$ cat config.mk
export PLATFORM = sky130hd
export DESIGN_NAME = quad_gen
export DESIGN_NICKNAME = d
export VERILOG_FILES = /design/src/rtl/quad_gen.sv
export SDC_FILE = /design/constraint.sdc
export NUM_CORES = 1
export LEC_CHECK = 0
export BUFFER_PORTS_ARGS = -buffer_cell sky130_fd_sc_hd__buf_2
export CORE_ASPECT_RATIO = 1.5
export CORE_UTILIZATION = 50
export CTS_CLUSTER_DIAMETER = 60
export CTS_CLUSTER_SIZE = 25
export DETAILED_ROUTE_END_ITERATION = 8
export PLACE_DENSITY = 0.67
export SYNTH_ARGS = -nofsm -noshare
export SYNTH_HDL_FRONTEND = slang
export SYNTH_SLANG_ARGS = --single-unit
$ cat constraint.sdc
create_clock -name clk -period 7.9 [get_ports clk]
set_clock_uncertainty 0.15 [all_clocks]
set_input_delay 0.79 -clock clk [delete_from_list [all_inputs] [get_ports clk]]
set_output_delay 0.79 -clock clk [all_outputs]
set_load 0.005 [all_outputs]
$ cat src/rtl/quad_gen.sv
// Quadrature A/B generator: walks a downstream encoder from the
// current position to a loaded target, one detent per 4 edges.
module quad_gen #(
  parameter int WIDTH = 8,
  parameter int DIV_W = 16
) (
  input  logic             clk,
  input  logic             reset,
  input  logic [WIDTH-1:0] target,
  input  logic [DIV_W-1:0] period,
  input  logic             load,
  output logic             a,
  output logic             b,
  output logic [WIDTH-1:0] position,
  output logic             busy,
  output logic             done
);

  localparam logic [DIV_W-1:0] T_ONE = DIV_W'(1);
  localparam logic [WIDTH-1:0] P_ONE = WIDTH'(1);

  typedef enum logic {IDLE, RUN} state_t;

  state_t           state, state_n;
  logic [WIDTH-1:0] tgt, tgt_n, pos_n, diff;
  logic [DIV_W-1:0] per, per_n, p_in;
  logic [DIV_W-1:0] timer, timer_n;
  logic [1:0]       phase, phase_n;
  logic             dir, dir_n, up, done_n;

  always_comb begin
    state_n = state;
    tgt_n   = tgt;
    per_n   = per;
    timer_n = timer;
    phase_n = phase;
    dir_n   = dir;
    pos_n   = position;
    done_n  = 1'b0;
    p_in    = (period == '0) ? T_ONE : period;
    if (load) begin
      tgt_n = target;
      per_n = p_in;
    end
    diff = tgt_n - position;
    // Direction is only re-chosen on a detent boundary.
    up = (phase == 2'd0) ? ~diff[WIDTH-1] : dir;
    unique case (state)
      IDLE: begin
        if (load) begin
          if (diff == '0) begin
            done_n = 1'b1;
          end else begin
            state_n = RUN;
            timer_n = p_in - T_ONE;
          end
        end
      end
      RUN: begin
        if (timer != '0) begin
          timer_n = timer - T_ONE;
        end else begin
          timer_n = per_n - T_ONE;
          if (phase == 2'd0 && diff == '0) begin
            state_n = IDLE;
            done_n  = 1'b1;
          end else begin
            dir_n   = up;
            phase_n = up ? phase + 2'd1
                         : phase - 2'd1;
            if (phase_n == 2'd0) begin
              pos_n = up ? position + P_ONE
                         : position - P_ONE;
              if (pos_n == tgt_n) begin
                state_n = IDLE;
                done_n  = 1'b1;
              end
            end
          end
        end
      end
      default: ;
    endcase
  end

  always_ff @(posedge clk) begin
    if (reset) begin
      state    <= IDLE;
      tgt      <= '0;
      per      <= T_ONE;
      timer    <= '0;
      phase    <= 2'd0;
      dir      <= 1'b0;
      position <= '0;
      done     <= 1'b0;
      a        <= 1'b0;
      b        <= 1'b0;
    end else begin
      state    <= state_n;
      tgt      <= tgt_n;
      per      <= per_n;
      timer    <= timer_n;
      phase    <= phase_n;
      dir      <= dir_n;
      position <= pos_n;
      done     <= done_n;
      // phase index 0..3 maps to Gray (a,b) = 00,10,11,01
      a        <= ^phase_n;
      b        <= phase_n[1];
    end
  end

  assign busy = (state == RUN);

endmodule

Word level (Yosys, flattened, before mapping):

Cells that the tools add are included.

* shifts and indexed selects: 0
* order comparisons: 0
* mux-type cells: 27
* bitwise logic cells: 4
* divide/modulo/power cells: 0
* equality and inequality tests: 3
* reduce and logical (&&, ||, !) cells: 10
* add/sub/neg operators: 8
* $mul: 0

Operator list (number)
* $mux 16: 5
* $sub 16x1->16 const B: 3
* $pmux 16 s2: 1
* $logic_not 16->1: 1
* $mux 8: 2
* $reduce_bool 16->1: 1
* $mux 1: 13
* $add 8x1->8 const B: 1
* $eq 8x8->1: 1
* $logic_not 8->1: 1
* $mux 2: 4
* $sub 8x1->8 const B: 1
* $sub 8x8->8: 1
* $logic_not 2->1: 2
* $ne 2x2->1 const B: 2
* $not 1->1: 4
* $pmux 1 s2: 2
* $reduce_and 4->1: 1
* $reduce_and 3->1: 1
* $add 2x1->2 const B: 1
* $reduce_and 2->1: 1
* $reduce_xor 2->1: 1
* $sub 2x1->2 const B: 1
* $logic_and 1x1->1: 1

* word-level logic and storage cells: 62
* bits in read-only memories: 0
* latch bits: 0
* memories kept: 0
* bits in writable memories: 0
* flip-flop bits (word level): 55

Logic depth before layout (Yosys ltp):

* depth in word-level cells: 11
* gate-level depth with buffers: 17

Worst setup path before layout:

No wires, ideal clock.

* kind: input to register
* from: input load
* to: register state (netlist: busy)
* arrival time: 4310 ps
* data required time: 7634 ps
* stages on the path: 17
* path slack: 3324 ps
* library setup time: 116 ps
* cell sequence: buf_6 buf_1 mux2i_1 ha_1 nand2b_1 a211oi_1 o21a_1 o31ai_4 xnor2_1 ha_1 or4_1 mux2i_1 xnor2_1 nor4_1 and3_1 o21ai_1 and3b_1

* cells in the longest elaborated chain, start to end: 11
* elaborated cells on any way between the ends: 17
* those cells by class: add/sub: 1; eq/ne: 1; mux: 11; bitwise: 1; reduce/logical: 3

Ends and longest elaborated chain
* start: declaration: line 11 `input logic load,`
* $mux 8: line 41 `if (load) begin`
* $sub 8x8->8: line 45 `diff = tgt_n - position;`
* $not 1->1: line 47 `up = (phase == 2'd0) ? ~diff[WIDTH-1] : dir;`
* $mux 1: line 47
* $mux 8: line 72 `pos_n = up ? position + P_ONE`
* $eq 8x8->1: line 74 `if (pos_n == tgt_n) begin`
* $mux 1: line 74
* $mux 1: line 71 `if (phase_n == 2'd0) begin`
* $mux 1: line 64 `if (phase == 2'd0 && diff == '0) begin`
* $mux 1: line 60 `if (timer != '0) begin`
* $pmux 1 s2 *: line 48 `unique case (state)`
* end signal: assignment: line 99 `state <= state_n;`
* end: declaration: line 24 `state_t state, state_n;`

Mark *: on every way between the ends. The rest lies on a longest branch, timed or not.
A chain may end at the register's enable or synchronous reset.

Worst setup path after layout:

* from: input load
* to: register state (netlist: busy)

* cells in the longest elaborated chain, start to end: 11
* elaborated cells on any way between the ends: 17
* those cells by class: add/sub: 1; eq/ne: 1; mux: 11; bitwise: 1; reduce/logical: 3

Ends and longest elaborated chain
* $mux 8 *: line 41
* via tgt_n[4]: line 25 `logic [WIDTH-1:0] tgt, tgt_n, pos_n, diff;`
* $sub 8x8->8: line 45
* $not 1->1: line 47
* $mux 1: line 47
* $mux 8: line 72
* $eq 8x8->1: line 74
* $mux 1: line 74
* $mux 1: line 71
* $mux 1: line 64
* $mux 1: line 60
* $pmux 1 s2 *: line 48

Mark *: on every way through the listed nets, which the timed path passes. The rest lies on a longest branch.

==> impl_summary.log <==
INFO  metric static_leakage = 0.00154 uW
INFO  metric r2r_setup_slack = 3.72 ns
INFO  metric max_stage_delay = 0.61 ns
INFO  metric max_freq = 195 MHz
INFO  metric synthArstFlopShare = 0%
INFO  metric relSlewSlack = 23.3%
INFO  metric criticalPathCategory = in -> reg
INFO  metric buffer_ports.inserted = 38
INFO  metric setup-violations-final = 0
INFO  metric initial_utilization = 52.5%
INFO  metric clk_latency = 0.31 ns
INFO  metric min_delay_worst_endpoint = per[0]
INFO  metric place_congestion = 0.833
INFO  metric antenna_violating_nets_post_route = 0
INFO  metric ir_drop_worst_vdd = 0.0984 mV
INFO  metric worst-slew-pin-transition = 1.14 ns
INFO  metric ys_seq_area_share = 32.9%
INFO  metric yosysUniqueCellTypes = 51
INFO  metric cts_bufs_inserted = 5
INFO  metric grt_max_degree = 55
INFO  metric number_of_register_bits_inferred_by_synthesis = 54
INFO  metric mostFrequentLayoutCells = 62 x nor2_1, 54 x dfxtp_1, 38 x buf_2
INFO  metric worstPathRequired = 7.95 ns
INFO  metric min_path_type = reg -> reg
INFO  metric timing.critical_path.slowest_stage_cell = buf_2
INFO  metric rsz0062_at_grt = no
INFO  metric path_max_fanout = 28
INFO  metric clock_tree_root = clkbuf_8
INFO  metric rows = 35
INFO  metric cts.htree.levels = 2
INFO  metric final_period_minus_worst_setup_slack = 5.12 ns
INFO  metric tritoncts = built
INFO  metric ys_warn_count = 0
INFO  metric chipWidth = 68.2 um
INFO  metric regToRegEndpoint = busy
INFO  metric cts.sinks = 54
INFO  metric hold_viol = 0
INFO  metric cap_violations = 0
INFO  metric minimum_setup_slack_after_placement = 2.46 ns
INFO  metric drt-pass1-iter-count = 5
INFO  metric antenna-diode-count = 0
INFO  metric maxSlewViolCount = 0
INFO  metric drt-initial-drc-count = 119
INFO  metric layout_commonest_cell = nor2_1
INFO  metric hold_buffers = 0
INFO  metric number_of_global_route_vias_before_repair = 2714
INFO  metric syn_to_final_growth = 8.82%
INFO  metric synthesis.nets = 435
INFO  metric global_route.overflow_total = 0
INFO  metric post_synth_inst_count = 397
INFO  metric run_status = finished, final reports clean
INFO  metric final.setup.worst_slack = 2.78 ns
INFO  metric whs_path_depth = 1
INFO  metric floorplan.io_pins = 39
INFO  metric cellPowerDensity = 180 nW/um2
INFO  metric fp.coreArea = 6260 um2
INFO  metric setup_tns = 0 ns
INFO  metric timing.critical_path.to_type = flip-flop
INFO  metric r2r_start = tgt[4]
INFO  metric post_cts_resize_count = 0
INFO  metric grt.total_usage = 24.3%
INFO  metric post_cts_buffers = 0
INFO  metric cts_buffer_depth = 2
INFO  metric finalWirelength = 7.91 mm
INFO  metric post_synth_design_cell_area = 3290 um2
INFO  metric ff2ff_path_depth = 16
INFO  metric routed_via_density = 5.78
INFO  metric fin_crit_sh = 64.8%
INFO  metric post_synth.cell_area_avg = 8.29 um2
INFO  metric detailed_place_hpwl = 5.76 mm
INFO  metric num_vias = 2862
INFO  metric die_ht = 101 um
INFO  metric timing.critical_path.arrival = 5.17 ns
INFO  metric worst_setup_hold_path_clk_slew = 0.09 ns
INFO  metric grt_first_pass_wirelength = 12.7 mm
INFO  metric nNetsFinal = 458
INFO  metric layout-drive-gt1-share = 12.6%
INFO  metric design.die.area = 6920 um2
INFO  metric hold_path.startpoint = per[0]
INFO  metric worst_path_cell_trace = buf_2 > mux2i_1 > inv_1 > ha_1 > o211ai_1 > a211oi_1 > nor3_1 > o31ai_4 > xnor2_1 > ha_1 > or4_1 > mux2i_1 > xnor2_1 > nor4_1 > and3_1 > o21ai_1 > and3b_1
INFO  metric ys_dominant_reg_cell = dfxtp_1
INFO  metric detail_route.drc_violations = 0
INFO  metric startpoint_type = primary input
INFO  metric initial_antenna_violation_count = 0
INFO  metric synth_edf_count = 0
INFO  metric avgRoutedWirePerCell = 16.0 um
-- Yosys cell counts (3+ instances only) --
cell type | count | area share, %
nor2_1 | 62 | 7.1
dfxtp_1 | 54 | 33
mux2i_1 | 34 | 10
a21oi_1 | 30 | 4.6
nand2_1 | 27 | 3.1
xnor2_1 | 25 | 6.7
inv_1 | 17 | 1.9
clkbuf_1 | 14 | 1.6
a32o_1 | 11 | 3.3
ha_1 | 10 | 3.8
xor2_1 | 9 | 2.4
nor3_1 | 8 | 1.2
nor4_1 | 8 | 1.5
nand4_1 | 7 | 1.3
nand3_1 | 6 | 0.91
o21a_1 | 6 | 1.4
nor2b_1 | 5 | 0.95
a21o_1 | 4 | 0.91
a22oi_1 | 4 | 0.91
buf_2 | 4 | 0.61
o211ai_1 | 4 | 0.91
o21ai_0 | 4 | 0.61
a211oi_1 | 3 | 0.68
and2_1 | 3 | 0.57
or3_1 | 3 | 0.57
-- worst max-delay path, delay by kind of cell --
family | cells | cell delay (ns)
simple gates | 5 | 1.17
compound gates | 4 | 1.02
buf+inv | 2 | 0.69
fa+ha+maj | 2 | 0.62
mux | 2 | 0.61
xor+xnor | 2 | 0.24
-- report_power, final --
group	switching [uW]	internal, uW
Sequential	14.3	289
Combinational	92.3	69.0
Clock	92.7	88.8
-- sequential cells by signal (all words and copies together), names as in the netlist --
signal,flops
busy,1
tgt,8
done,1
phase,1
per,16
dir,1
timer,16
b,1
position,8
a,1
-- final cells by class --
| class | count | area [um2] |
|---|---|---|
| Clock buffer | 8 | 110 |
| Sequential cell | 54 | 1080 |
| Multi-Input combinational cell | 304 | 2040 |
| Inverter | 17 | 63.8 |
| Tap cell | 74 | 92.6 |
| Timing Repair Buffer | 38 | 190 |
| Fill cell | 631 | 2680 |
-- per-layer routing --
layer | share of wire (%) | wire length [um] | track usage (%)
met3 | 2.5 | 198 | 2.70
met4 | 1.7 | 133 | 8.65
met2 | 55 | 4330 | 46.0
met1 | 41 | 3250 | 26.5
met5 | 0 | 0 | 0
-- how the worst max path moves through the flow --
| stage | start | endpoint | depth (start not counted) |
|---|---|---|---|
| final | load | busy | 17 |
| after global routing | load | busy | 17 |
| after CTS | load | busy | 17 |
| after detailed placement | load | busy | 17 |
| after global placement | load | busy | 17 |
| after floorplan | load | busy | 17 |
-- logic make-up after synthesis --
kind of cell / Yosys count / synth area share (%)
simple gates: 144 / 20.8
mux: 35 / 10.8
fa+ha+maj: 11 / 4.41
flops: 54 / 32.9
buf+inv: 39 / 5.06
compound gates: 80 / 17.1
xor+xnor: 34 / 9.05
-- metrics by stage --
step	utilization, %	area [um2]	cells	hold WS (ns)	power [uW]
after floorplan	-	3290	397	0.290	433
after global placement	55.4	3470	487	0.300	467
after detailed placement	55.4	3470	487	0.310	470
after CTS	57.2	3580	495	0.333	649
after global routing	57.2	3580	495	0.338	679
final	57.2	3580	495	0.333	646
Power figures use the tool's default switching activity.
